===== config.mk =====
export PLATFORM = sky130hd
export DESIGN_NAME = seq_mult
export DESIGN_NICKNAME = d
export VERILOG_FILES = /design/src/rtl/seq_mult.sv
export SDC_FILE = /design/constraint.sdc
export NUM_CORES = 1
export LEC_CHECK = 0
export ABC_AREA = 1
export BUFFER_PORTS_ARGS = -buffer_cell sky130_fd_sc_hd__buf_2
export CAP_MARGIN = 30
export CORE_MARGIN = 1
export CORE_UTILIZATION = 59
export CTS_BUF_LIST = sky130_fd_sc_hd__clkbuf_4
export DETAILED_ROUTE_END_ITERATION = 10
export PLACE_DENSITY = 0.94
export SLEW_MARGIN = 20
export SYNTH_ARGS = -nofsm -noshare
export SYNTH_HDL_FRONTEND = slang
export SYNTH_HIERARCHICAL = 1
export SYNTH_SLANG_ARGS = --single-unit

===== constraint.sdc =====
create_clock -name clk -period 7.4 [get_ports clk]
set_input_delay 1.48 -clock clk [delete_from_list [all_inputs] [get_ports clk]]
set_output_delay 1.48 -clock clk [all_outputs]
set_load 0.005 [all_outputs]

===== src/rtl/seq_mult.sv =====
// Shift-and-add unsigned multiplier (IDLE/RUN/DONE) with a valid/ready handshake on both sides.
// Define SEQ_MULT_EARLY_EXIT_EN to finish as soon as the remaining multiplier bits are all zero.

module addern #(
    parameter int N = 8
) (
    input  logic [N-1:0] i_a,
    input  logic [N-1:0] i_b,
    input  logic         i_cin,
    output logic [N-1:0] o_sum,
    output logic         o_cout
);
    logic [N:0] w_c;

    assign w_c[0] = i_cin;

    for (genvar i = 0; i < N; i++) begin : g_fa
        assign o_sum[i]  = i_a[i] ^ i_b[i] ^ w_c[i];
        assign w_c[i+1]  = (i_a[i] & i_b[i]) | (w_c[i] & (i_a[i] ^ i_b[i]));
    end

    assign o_cout = w_c[N];
endmodule

module seq_mult #(
    parameter int N = 8
) (
    input  logic           clk,
    input  logic           rst_n,
    input  logic           in_valid,
    output logic           in_ready,
    input  logic [N-1:0]   a,
    input  logic [N-1:0]   b,
    output logic           out_valid,
    input  logic           out_ready,
    output logic [2*N-1:0] product
);
    localparam int CW = $clog2(N);

    typedef enum logic [1:0] {
        S_IDLE,
        S_RUN,
        S_DONE
    } state_t;

    state_t          r_state;
    state_t          w_next;
    logic [N-1:0]    r_mcand;
    logic [N-1:0]    r_hi;
    logic [N-1:0]    r_lo;
    logic [CW-1:0]   r_cnt;

    logic [N-1:0]    w_addend;
    logic [N-1:0]    w_sum;
    logic            w_cout;
    logic [2*N-1:0]  w_step;
    logic [2*N-1:0]  w_result;
    logic            w_last;

    // Adding zero when lo[0]=0 yields {0,hi}, so one adder covers both cases.
    assign w_addend = r_lo[0] ? r_mcand : '0;

    addern #(.N(N)) u_add (
        .i_a    (r_hi),
        .i_b    (w_addend),
        .i_cin  (1'b0),
        .o_sum  (w_sum),
        .o_cout (w_cout)
    );

    assign w_step = {w_cout, w_sum, r_lo[N-1:1]};

`ifdef SEQ_MULT_EARLY_EXIT_EN
    logic w_rem_zero;

    // Unconsumed multiplier bits sit at lo[1 .. N-1-cnt]; the upper bits already hold product.
    always_comb begin
        w_rem_zero = 1'b1;
        for (int i = 1; i < N; i++) begin
            if (i <= N - 1 - int'(r_cnt)) begin
                w_rem_zero = w_rem_zero & ~r_lo[i];
            end
        end
    end

    // Apply the skipped no-add steps in one go so the product lands in its final position.
    assign w_result = w_step >> (N - 1 - int'(r_cnt));
    assign w_last   = w_rem_zero || (r_cnt == CW'(N - 1));
`else
    assign w_result = w_step;
    assign w_last   = (r_cnt == CW'(N - 1));
`endif

    always_ff @(posedge clk or negedge rst_n) begin
        if (!rst_n) begin
            r_state <= S_IDLE;
        end else begin
            r_state <= w_next;
        end
    end

    always_comb begin
        w_next = r_state;
        case (r_state)
            S_IDLE:  if (in_valid)  w_next = S_RUN;
            S_RUN:   if (w_last)    w_next = S_DONE;
            S_DONE:  if (out_ready) w_next = S_IDLE;
            default: w_next = S_IDLE;
        endcase
    end

    always_ff @(posedge clk or negedge rst_n) begin
        if (!rst_n) begin
            r_mcand <= '0;
            r_hi    <= '0;
            r_lo    <= '0;
            r_cnt   <= '0;
        end else begin
            case (r_state)
                S_IDLE: begin
                    if (in_valid) begin
                        r_mcand <= a;
                        r_lo    <= b;
                        r_hi    <= '0;
                        r_cnt   <= '0;
                    end
                end
                S_RUN: begin
                    {r_hi, r_lo} <= w_result;
                    r_cnt        <= r_cnt + CW'(1);
                end
                default: ;
            endcase
        end
    end

    assign in_ready  = (r_state == S_IDLE);
    assign out_valid = (r_state == S_DONE);
    assign product   = {r_hi, r_lo};
endmodule


# --- After elaboration in Yosys (flattened, before gate mapping) ---
# Index checks and enable logic that the tools add are counted.
# W data, S select, Z words.
word_totals:
  regBits: 29
  output_inout_bits: 18
  elab_cells: 65
classes:
  n_mux: 11
  eq_ne: 6
  addsub: 1
  reduce_logical: 5
  n_bitwise: 37
op_table:
  columns: ["operator", "count"]
  rows:
  - ["$pmux W8 S2", 2]
  - ["$mux W8", 3]
  - ["$and A1 B1 Y1", 15]
  - ["$xor A1 B1 Y1", 15]
  - ["$or A1 B1 Y1", 7]
  - ["$mux W2", 3]
  - ["$pmux W2 S3", 1]
  - ["$pmux W3 S2", 1]
  - ["$ne A2 B2 Y1 const B", 2]
  - ["$reduce_and A2 Y1", 2]
  - ["$add A3 B1 Y3 const B", 1]
  - ["$eq A3 B3 Y1 const B", 1]
  - ["$mux W3", 1]
  - ["$reduce_and A3 Y1", 1]
  - ["$eq A2 B1 Y1 const B", 1]
  - ["$eq A2 B2 Y1 const B", 1]
  - ["$logic_not A2 Y1", 1]
  - ["$ne A2 B1 Y1 const B", 1]
  - ["$reduce_bool A2 Y1", 1]

# --- Longest topological paths before layout ---
# Gate-level depths: netlist (run 1).
depth:
  ltp_word: 17
  mapped_depth: 17

# --- Cells and area by module ---
# Netlist (run 1), hierarchy kept.
modules_own_cells:
  columns: ["mod", "area_each_um2", "cells_each", "seq_area_each_um2", "instances"]
  rows:
  - ["seq_mult", 1337.5, 171, 725.7, 1]
  - ["addern", 197.7, 18, 0.0, 1]

# --- Worst setup path after synthesis (run 1) ---
# OpenSTA, ideal clock, no wires.
synth_timing:
  kind: "reg-to-reg"
  startpoint: "register r_lo[0]"
  endpoint: "register r_hi[6]"
  required_ns: 7.334
  path_stages_with_launch: 18
  t_arrival_ns: 3.802
  slack_ns: 3.531
  setup_ns: 0.066
  period_less_slack_ns: 3.869
  n_path_buf: 1
  path_cell_list: "dfrtp_1 > clkbuf_1 > nand2_1 > inv_1 > fa_1 > inv_1 > fa_1 > inv_1 > fa_1 > fa_1 > fa_1 > fa_1 > fa_1 > inv_1 > fa_1 > inv_1 > nand3_1 > nand2_1"
synth_between:
  elab_chain_len: 16
  elab_cells_between_ends: 29
synth_rtl:
  columns: ["element", "line_no", "text"]
  rows:
  - ["from (decl)", "50", "logic [N-1:0] r_lo;"]
  - ["from (signal assigned)", "129", "{r_hi, r_lo} <= w_result;"]
  - ["$mux W8", "61", "assign w_addend = r_lo[0] ? r_mcand : '0;"]
  - ["named net w_addend[0]", "53", "logic [N-1:0] w_addend;"]
  - ["$and A1 B1 Y1 (2 in a row)", "19", "assign w_c[i+1] = (i_a[i] & i_b[i]) | (w_c[i] & (i_a[i] ^ i_b[i]));"]
  - ["$or A1 B1 Y1", "19", null]
  - ["$and A1 B1 Y1", "19", null]
  - ["$or A1 B1 Y1", "19", null]
  - ["$and A1 B1 Y1", "19", null]
  - ["$or A1 B1 Y1", "19", null]
  - ["$and A1 B1 Y1", "19", null]
  - ["$or A1 B1 Y1", "19", null]
  - ["$and A1 B1 Y1", "19", null]
  - ["$or A1 B1 Y1", "19", null]
  - ["$and A1 B1 Y1", "19", null]
  - ["$or A1 B1 Y1", "19", null]
  - ["$xor A1 B1 Y1", "18", "assign o_sum[i] = i_a[i] ^ i_b[i] ^ w_c[i];"]
  - ["named net w_sum[7]", "54", "logic [N-1:0] w_sum;"]
  - ["$pmux W8 S2", "119", "case (r_state)"]
  - ["to (signal assigned)", "129", null]
  - ["to (decl)", "49", "logic [N-1:0] r_hi;"]
# The timed path passes the listed nets, and every way through them passes these cells.
# A chain may end at the register's enable or synchronous reset.

# --- Worst setup path after layout (run 1) ---
# Ends and elaborated chain as after synthesis.

==> metrics, run 1 <==
status=finished, final reports clean; RSZ-0062 raised after global routing=false; combinational power share=40.7%; Starting DRT DRC Count=36; hold path startpoint=r_mcand[4]; Hold WC Path Type=register to register; Worst path depth=16; GRT Util Overall=27.38%; CP endpoint=r_hi[6]; CTS max path bufs=2; Synth Area in Compound Gates=under 10%; Port Buffers=37; Worst-Margin Slew=812.9 ps; clk_lat worst skew=330 ps; synth unique cells=17; CTS Root Cell=clkbuf_4; endpoints failing setup=0; fillcell total=195; commonest non-fill, non-tap cell in the layout=nand2_1; setup slack, reg-to-reg=3400 ps; final hold viol count=0; hold buffer count at CTS=0; P per Cell Area=402.1 nW/um^2; Starting Density=61.97%; RD Place Congestion=0.7970; Die Area=around 2800 sq um; post-synthesis mux area share=0%; I/O Pins=38; post-CTS setup buffers=0; Reg-to-Reg Start=r_lo[0]; largest net degree at the start of global routing=30; total of max-cap violations=0; Pint=425.7 uW; total number of vias=1338; worst rel slew slack=45.81%; Leak=about 1.1 nW; Crit. End Element=register; Synth Area per Inst=between 8 and 9 sq um; dominant cells by area after synthesis=dfrtp_1 47%, nand2_1 21%, fa_1 10%, nand3_1 8.8%, inv_1 4.4%; Switching Share=41.21%; vias in the first global route=1211; Layout area overhead=17.28%; most area-hungry cell type in the Yosys netlist=dfrtp_1; Inserted Clock Buffers=5; R2R depth=16; die height=roughly 53 um; Reg2Reg Capture Point=r_hi[6]; CTS tree=built; Design Area, Final=1800 sq um; largest family of logic cells by synthesized area=simple AND/OR/NAND/NOR gates; worst-path fanout max=10; crit path buf inv count=5; Placeable Area=2477 sq um; Seq/Total Area, Yosys=47.27%; die span in x=53.01 um; Multi-input gate area=690.7 sq um; cell family with most CP delay=adder cells; first-pass GRT wire length=5313 um; Final nets=~260; clk slew on worst S/H paths=80 ps; Cell Rows=18; H-Tree Depth=2; Sink Count=29; clock skew=~12 ps; arrival time worst endpoint=4270 ps; Sw Pwr=298.3 uW; area of placed instances=1722 sq um; #FFs+latches synth=29; synthesized area=1535 sq um; share of post-route cells with drive strength above 1=21.68%; register area=725.7 sq um; Max stage delay on crit path=~480 ps; ant diodes=0; Final period util=54.11%; Vias per Instance=5.227; Syn Nets=219; min Tclk post-route=4004 ps; Slew Limit Fails=0; Reg power frac=between 40% and 50%; critical path launch point type=register; Detail Placement HPWL=2088 um; Final TNS setup=0 ps; FMAX=approximately 250 MHz; final WL=3130 um; top cell type's share of synthesized area=47.27%; most used cell, CP=fa_1; critical-path cell list=nand2_1 > inv_1 > fa_1 > inv_1 > fa_1 > inv_1 > fa_1 > fa_1 > fa_1 > fa_1 > fa_1 > inv_1 > fa_1 > inv_1 > nand3_1 > nand2_1; most frequent cells in the layout=86 x nand2_1, 37 x buf_2, 29 x dfrtp_1; CP max-delay cell=dfrtp_1; Antenna Nets Post-Route=0; TritonRoute pass-1 iters=4; Yosys warnings=6; area share of fa/ha/maj cells after synthesis=12.06%; post-DR wirelength/cell=12.23 um; Critical path origin=r_lo[0]; synthesized-area fraction occupied by and/or/nand/nor cells=31.21%; total grt overflow=0; Fin Hold WS=481.2 ps; PostCTS Resize Cnt=0; Clock power frac=between 15 and 20%; VDD IR-drop max=0.0002822 V; Post-route DRC=0; Crit path required time=7660 ps; CP Class=register to register; initial antenna violation count=0; Gate Count Post-Synth=189; Synth Area in XOR/XNOR=0%
cell type report:
cell class | instances | area share (%)
clock buffers | 6 | 2.502
repair buffers | 38 | 10.70
multi-input cells | 131 | 38.36
inverters | 20 | 4.170
well taps | 30 | 2.085
clock inverters | 2 | 1.876
flip-flops and latches | 29 | 40.31
worst register-to-register path, stage by stage (launching register included):
cell     delay [ps]
dfrtp_1         480
nand2_1         100
inv_1            60
fa_1            390
inv_1            80
fa_1            180
inv_1            60
fa_1            370
fa_1            390
fa_1            380
fa_1            380
fa_1            370
inv_1            80
fa_1            400
inv_1            60
nand3_1          70
nand2_1         100
cell usage after synthesis:
| cell type | n |
|---|---|
| buf_2 | 5 |
| buf_4 | 1 |
| clkbuf_1 | 3 |
| conb_1 | 1 |
| dfrtp_1 | 29 |
| fa_1 | 8 |
| ha_1 | 2 |
| inv_1 | 18 |
| inv_2 | 2 |
| nand2_1 | 86 |
| nand2_2 | 1 |
| nand3_1 | 27 |
| nor2_1 | 1 |
| nor2_4 | 1 |
| o21ai_0 | 1 |
| o21ai_1 | 2 |
| o31ai_1 | 1 |
power groups by stage:
stage / Combinational [mW] / Clock, mW / Sequential (mW)
detailed placement: 0.290 / 0 / 0.301
CTS: 0.297 / 0.129 / 0.300
global route: 0.350 / 0.139 / 0.312
finish: 0.295 / 0.128 / 0.302
global placement: 0.276 / 0 / 0.298
floorplan: 0.221 / 0 / 0.276
metrics by stage:
stage | power, mW | instances | setup slack [ps] | utilization, %
final | 0.7240 | 256 | 3396 | 72.68
after floorplan | 0.4973 | 189 | 3531 | -
after detailed placement | 0.5906 | 248 | 3452 | 69.49
after global placement | 0.5746 | 248 | 3548 | 69.49
after global routing | 0.8012 | 256 | 3146 | 72.68
after CTS | 0.7263 | 256 | 3387 | 72.68
worst min path at each step:
stage                            end  slack [ps]  cells after the start
final                     r_mcand[4]         480                      2
after global routing      r_mcand[4]         500                      2
after CTS                 r_mcand[4]         480                      2
after detailed placement  r_mcand[4]         460                      2
after global placement    r_mcand[4]         460                      2
after floorplan           r_mcand[0]         440                      2
routing by layer:
layer  routed length, um  GRT usage [%]  share of wire, %
met5                   0              0                 0
met4                  95          11.40               3.0
met3                 202          10.63               6.5
met2                1533          40.93                49
met1                1299          35.36                42
cells by family after synthesis:
family	after synthesis
compound gates	4
fa+ha+maj	10
buf+inv	29
flops	29
other cells	1
simple gates	116
flip-flops by register name, indices dropped and copies added (netlist names):
signal / cells
r_state: 2
r_cnt: 3
r_lo: 8
r_hi: 8
r_mcand: 8
No activity file was read; power rests on OpenSTA's default activity.
==> run 2: changes to the inputs <==
--- a/config.mk
+++ b/config.mk
@@ -5,14 +5,14 @@
 export SDC_FILE = /design/constraint.sdc
 export NUM_CORES = 1
 export LEC_CHECK = 0
-export ABC_AREA = 1
+export ABC_AREA = 0
 export BUFFER_PORTS_ARGS = -buffer_cell sky130_fd_sc_hd__buf_2
 export CAP_MARGIN = 30
 export CORE_MARGIN = 1
-export CORE_UTILIZATION = 59
+export CORE_UTILIZATION = 49
 export CTS_BUF_LIST = sky130_fd_sc_hd__clkbuf_4
 export DETAILED_ROUTE_END_ITERATION = 10
-export PLACE_DENSITY = 0.94
+export PLACE_DENSITY = 0.84
 export SLEW_MARGIN = 20
 export SYNTH_ARGS = -nofsm -noshare
 export SYNTH_HDL_FRONTEND = slang
==> constraint.sdc (replaced) <==
create_clock -name clk -period 3.3 [get_ports clk]
set_input_delay 0.66 -clock clk [delete_from_list [all_inputs] [get_ports clk]]
set_output_delay 0.66 -clock clk [all_outputs]
set_load 0.005 [all_outputs]
==> run 2 against run 1 <==
Against the previous run: the run now ends with DRC, setup timing left; sequential power grew 130%; synthesized cell count is 33% lower; non-clock buffer count up 1; fmax increased by 12%; worst hold slack got worse by 130 ps; via count fell by 19%; flip-flop and latch count is the same.
==> metrics, run 2 <==
total grt overflow=0 (unchanged); Synth Area per Inst=12.16 sq um (+50%); final setup margin=-267.9 ps (-3664 ps); synthesized-area fraction occupied by and/or/nand/nor cells=14.37% (-17 points); Port Buffers=37 (unchanged); Leak=0.8691 nW (-21%); CP Class=register to register; GR Util met3=4.688% (-5.9 points); Layout area overhead=17.14%; prevailing post-synth register cell=dfrtp_1; Synth Area in Compound Gates=11.43% (+10 points); Inserted Clock Buffers=5 (unchanged); fillcell total=240 (+23%); critical path launch point type=register; area share of fa/ha/maj cells after synthesis=12.08% (+0.020 points); Syn Nets=156 (-29%); Vias per Instance=5.477 (+4.8%); most instantiated library cell after synthesis=dfrtp_1; Crit. End Element=register; I/O Pins=38 (unchanged); failing checks=DRC, setup timing; most used cell, CP=fa_2; Worst-Margin Slew=821.6 ps (+8.701 ps); Hold WC Path Type=primary input to async pin; synthesized area=1533 sq um (-0.16%); Slew Limit Fails=0 (unchanged); RD Place Congestion=0.7180 (-9.9%); post-synthesis mux area share=6.612% (+6.6 points); vias in the first global route=1152 (-4.9%); Placeable Area=2853 sq um (+15%); worst rel slew slack=45.19% (-0.62 points); Crit path required time=3570 ps (-4090 ps); post-DR wirelength/cell=14.89 um (+22%); Top Usage Layer GRT=met2; Post-synth ARST share=100.0% (unchanged); final WL=2933 um (-6.3%); cell family with most CP delay=adder cells; total number of vias=1079 (-19%); TritonRoute pass-1 iters=9 (+5); initial antenna violation count=0 (unchanged); ant diodes=0 (unchanged); largest family of logic cells by synthesized area=simple AND/OR/NAND/NOR gates; CP max-delay cell=fa_1; min Tclk post-route=3568 ps (-436.5 ps); Total Power=1.786 mW (+150%); VDD IR-drop max=0.0005120 V (+81%); CTS tree=built; Starting DRT DRC Count=46 (+28%); dominant cells by area after synthesis=dfrtp_1 47%, fa_1 10%, mux2_2 6.6%, a22o_1 6.3%, inv_1 4.9%; die span in x=57.93 um (+9.3%); Yosys warnings=6 (unchanged); Die Area=3356 sq um (+19%); largest net degree at the start of global routing=30 (unchanged); PostCTS Resize Cnt=0 (unchanged); most frequent cells in the layout=37 x buf_2, 29 x dfrtp_1, 17 x inv_1; H-Tree Depth=2 (unchanged); CTS max path bufs=2 (unchanged); area of placed instances=1745 sq um (+1.4%); Final nets=195 (-24%); crit path buf inv count=4 (-1); #FFs+latches synth=29 (unchanged); endpoints failing setup=2 (+2); Post-route DRC=1 (+1); GRT Util Overall=20.96% (-6.4 points); status=finished with violations; P per Cell Area=994.8 nW/um^2 (+150%); Final period util=108.1% (+54 points); clock skew=12.27 ps (+0.3240 ps); die height=57.93 um (+9.3%); arrival time worst endpoint=3840 ps (-430 ps); Sink Count=29 (unchanged); clk_lat worst skew=330 ps (about the same); Cell Rows=19 (+1); top cell type's share of synthesized area=47.35% (+0.077 points); Starting Density=53.73% (-8.2 points); synth unique cells=24 (+7); largest registers=r_hi x8, r_lo x8, r_mcand x8; total of max-cap violations=0 (unchanged); synth cell count leaders=29 x dfrtp_1, 20 x inv_1, 11 x a22o_1; clk slew on worst S/H paths=100 ps (+20 ps); final hold viol count=0 (unchanged); hold buffer count at CTS=0 (unchanged); critical-path cell list=and2_4 > fa_2 > inv_2 > fa_2 > inv_2 > fa_2 > fa_2 > fa_2 > fa_2 > fa_2 > inv_2 > fa_1 > inv_1 > a22o_1; Detail Placement HPWL=2044 um (-2.1%); post-CTS setup buffers=0 (unchanged); RSZ-0062 raised after global routing=true; Max stage delay on crit path=400 ps (-80 ps); EDFF count, synth=0 (unchanged); most area-hungry cell type in the Yosys netlist=dfrtp_1; share of post-route cells with drive strength above 1=40.36% (+19 points); worst-path fanout max=2 (-8); commonest non-fill, non-tap cell in the layout=buf_2; FMAX=280.3 MHz (+12%); met1 global-route usage=26.28% (-9.1 points); Synth Area in XOR/XNOR=0% (unchanged); CTS Root Cell=clkbuf_4; Seq/Total Area, Yosys=47.35% (+0.077 points); first-pass GRT wire length=5154 um (-3.0%); Antenna Nets Post-Route=0 (unchanged); Design Area, Final=1795 sq um (-0.28%); GR Layer Usage met2=35.30% (-5.6 points); Gate Count Post-Synth=126 (-33%)
[run 2: final cells by class]
class / instances / area [sq um] / area share [%]
clock inverter: 3 / 12.51 / 0.6969
sequential: 29 / 725.7 / 40.42
tap: 31 / 38.79 / 2.160
clock buffer: 5 / 37.54 / 2.091
multi-input combinational: 70 / 705.7 / 39.30
timing repair buffer: 39 / 200.2 / 11.15
inverter: 20 / 75.07 / 4.181
[run 2: power by group]
group          internal, mW  switching, mW
Combinational         0.500          0.397
Clock                0.0768          0.121
Sequential            0.536          0.156
Total                  1.11          0.674
[run 2: per-layer routing]
layer | vias to the layer above | share of wire [%]
met2 | 31 | 51
met4 | 0 | 1.6
met3 | 5 | 5.0
li1 | 509 | -
met5 | - | 0
met1 | 534 | 43
[run 2: through the flow]
step / TNS, ps / instances / hold slack [ps] / util [%] / setup slack (ps)
2_1_floorplan: -382.6 / 126 / 364.4 / - / -261.9
3_3_place_gp: -589.7 / 189 / 483.9 / 61.18 / -330.0
3_5_place_dp: -784.6 / 189 / 488.2 / 61.18 / -419.0
4_1_cts: -457.4 / 197 / 353.9 / 62.94 / -287.8
5_1_grt: -702.5 / 197 / 372.8 / 62.94 / -379.1
6_report: -421.2 / 197 / 348.9 / 62.94 / -267.9
[run 2: path summary, 6_finish.rpt]
kind,start,endpoint,slack (ps),cells after the start
max,r_lo[0],r_hi[6],-270,14
min,rst_n,r_state[1],350,1
max reg2reg,r_lo[0],r_hi[6],-270,14
min reg2reg,r_mcand[3],r_mcand[3],510,1
max in group asynchronous,rst_n,r_hi[7],2520,1
min in group clk,r_mcand[3],r_mcand[3],510,1
[run 2: kinds of logic after synthesis]
group / after synthesis
muxes: 9
buffers and inverters: 27
adders and majority gates: 10
DFF: 29
AOI/OAI and AO/OA: 21
and+or+nand+nor: 29
other: 1
==> run 3: changes to the inputs <==
--- a/config.mk
+++ b/config.mk
@@ -6,13 +6,13 @@
 export NUM_CORES = 1
 export LEC_CHECK = 0
 export ABC_AREA = 0
-export BUFFER_PORTS_ARGS = -buffer_cell sky130_fd_sc_hd__buf_2
 export CAP_MARGIN = 30
 export CORE_MARGIN = 1
-export CORE_UTILIZATION = 49
+export CORE_UTILIZATION = 59
 export CTS_BUF_LIST = sky130_fd_sc_hd__clkbuf_4
 export DETAILED_ROUTE_END_ITERATION = 10
-export PLACE_DENSITY = 0.84
+export DONT_BUFFER_PORTS = 1
+export PLACE_DENSITY = 0.85
 export SLEW_MARGIN = 20
 export SYNTH_ARGS = -nofsm -noshare
 export SYNTH_HDL_FRONTEND = slang
==> run 3 against run 2 <==
Against the previous run: the run ends with setup timing left; register-to-register slack lost 70 ps; sequential power grew 4.3%; utilization grew 3.7 points; clock skew shrank 5.4 ps; highest routed layer unchanged; critical path depth is the same; non-clock buffer count shrank 34; critical endpoint unchanged; sequential share of layout area grew 4.0 points; via count shrank 10%; first-iteration DRC count shrank 72%; design area shrank 8.9%; global-route usage grew 3.1 points.
==> metrics, run 3 (synthesis gave the netlist of run 2 again) <==
status=finished with violations; failing checks=setup timing; Inserted Clock Buffers=5 (unchanged); Worst-Margin Slew=772.5 ps (-49.08 ps); worst rel slew slack=48.33% (+3.1 points); final setup margin=-341.6 ps (-73.71 ps); Clock power frac=11.7% (+0.6 points); Critical path origin=r_lo[0]; RD Place Congestion=0.7532 (+4.9%); Final TNS setup=-520.6 ps (-99.35 ps); Metal-1 WL=1232 um (-1.6%); Layout area overhead=6.694%; VDD IR-drop max=0.0006538 V (+28%); Vias per Instance=6.025 (+10%); initial antenna violation count=0 (unchanged); Starting Density=62.44% (+8.7 points); Post-route DRC=0 (-1); Starting DRT DRC Count=13 (-72%); Switching Share=38.56% (+0.83 points); die height=52.97 um (-8.6%); Leak=0.7329 nW (-16%); Fin Hold WS=23.20 ps (-325.7 ps); final cell utilization of the core=66.62% (+3.7 points); GRT Util Overall=24.06% (+3.1 points); DR top layer=met4; largest registers=r_hi x8, r_lo x8, r_mcand x8; share of post-route cells with drive strength above 1=23.66% (-17 points); critical path launch point type=register; Sw Pwr=669.6 uW (-0.66%); Reg-to-Reg Start=r_lo[0]; commonest non-fill, non-tap cell in the layout=dfrtp_1; met3 WL post-DR=199 um (+34%); Die Area=2806 sq um (-16%); Detail Placement HPWL=1977 um (-3.3%); Design Area, Final=1635 sq um (-8.9%); Final nets=161 (-17%); Port Buffers=0 (-100%); Reg power frac=41.6% (+2.9 points); largest net degree at the start of global routing=30 (unchanged); H-Tree Depth=2 (unchanged); die span in x=52.97 um (-8.6%); Crit path required time=3560 ps (about the same); post-DR wirelength/cell=17.93 um (+20%); Pint=1.067 mW (-4.1%); arrival time worst endpoint=3900 ps (+60 ps); RSZ-0062 raised after global routing=true; endpoints failing setup=3 (+1); fillcell total=189 (-21%); I/O Pins=38 (unchanged); Slew Limit Fails=0 (unchanged); most frequent cells in the layout=29 x dfrtp_1, 17 x inv_1, 11 x a22o_1; FMAX=274.6 MHz (-2.0%); Crit. End Element=register; clk_lat worst skew=330 ps (about the same); Antenna Nets Post-Route=0 (unchanged); CTS Root Cell=clkbuf_4; CTS tree=built; Final period util=110.4% (+2.2 points); area of placed instances=1567 sq um (-10%); worst-path fanout max=3 (+1); clk slew on worst S/H paths=80 ps (-20 ps); final WL=2886 um (-1.6%); min Tclk post-route=3642 ps (+73.71 ps); Hold WC Path Type=primary input to async pin; vias in the first global route=962 (-16%); TritonRoute pass-1 iters=4 (-5); final hold viol count=0 (unchanged); register area=725.7 sq um (unchanged); CP Class=register to register; PostCTS Resize Cnt=0 (unchanged); CTS max path bufs=2 (unchanged); P per Cell Area=1062 nW/um^2 (+6.7%); Sink Count=29 (unchanged); ant diodes=0 (unchanged); Multi-input gate area=705.7 sq um (unchanged); met2 WL=1371 um (-7.7%); Cell Rows=18 (-1); combinational power share=46.7% (-3.5 points); total of max-cap violations=0 (unchanged); first-pass GRT wire length=4526 um (-12%); total number of vias=970 (-10%); clock skew=6.816 ps (-5.450 ps); total grt overflow=0 (unchanged); Placeable Area=2455 sq um (-14%)
-- run 3: changes by cell type in the layout (fill, tap and decap cells not counted), sizes merged --
cell and delta:
clkbuf +1, clkinv -2, dlygate4sd3 +2, buf -36
-- run 3: worst paths after layout --
check,endpoint,slack (ps),cells after the start
min in group clk,r_mcand[7],480,1
max in group asynchronous,r_hi[3],1970,1
setup reg to reg,r_hi[6],-340,14
hold reg to reg,r_mcand[5],510,1
hold / removal,r_cnt[0],20,0
setup / recovery,r_hi[6],-340,14
-- run 3: area by class of cell --
cell class              instances  area share [%]
flip-flops and latches         29           44.38
multi-input cells              70           43.15
inverters                      20           4.591
clock buffers                   6           2.754
repair buffers                  5           2.601
well taps                      30           2.295
clock inverters                 1          0.2295
-- run 3: worst max-delay path: stages, from the launching register on --
cell and delay (ps):
dfrtp_1 420, and2_4 160, fa_2 330, inv_2 60
fa_2 190, inv_2 40, fa_2 330, fa_2 340
fa_2 350, fa_2 350, fa_2 340, inv_2 70
fa_1 410, inv_1 60, a22o_1 130
-- run 3: metrics by stage --
| stage | instances | setup slack [ps] | power (mW) |
|---|---|---|---|
| 2_1_floorplan | 126 | -261.9 | 1.360 |
| 3_3_place_gp | 152 | -381.1 | 1.462 |
| 3_5_place_dp | 152 | -489.5 | 1.543 |
| 4_1_cts | 159 | -354.7 | 1.745 |
| 5_1_grt | 161 | -443.8 | 1.896 |
| 6_report | 161 | -341.6 | 1.736 |
-- run 3: routing by layer --
metal | up-vias | track usage, %
met5 | - | 0
met4 | 0 | 12.28
met3 | 12 | 9.770
met2 | 28 | 35.02
met1 | 489 | 30.67
li1 | 441 | -
-- run 3: power groups by stage --
stage	logic (mW)	registers [mW]	clock network (mW)
5_1_grt	0.923	0.750	0.224
3_5_place_dp	0.815	0.729	0
6_report	0.811	0.722	0.204
3_3_place_gp	0.745	0.717	0
4_1_cts	0.812	0.725	0.208
2_1_floorplan	0.697	0.662	0
-- run 3: what timing repair did --
action | in CTS | in global routing
hold buffers | 0 | 2
hold endpoints to repair | 0 | 17
buffers inserted | 0 | 0
endpoints found under the setup margin | 3 | 3
pin swaps | 8 | 0
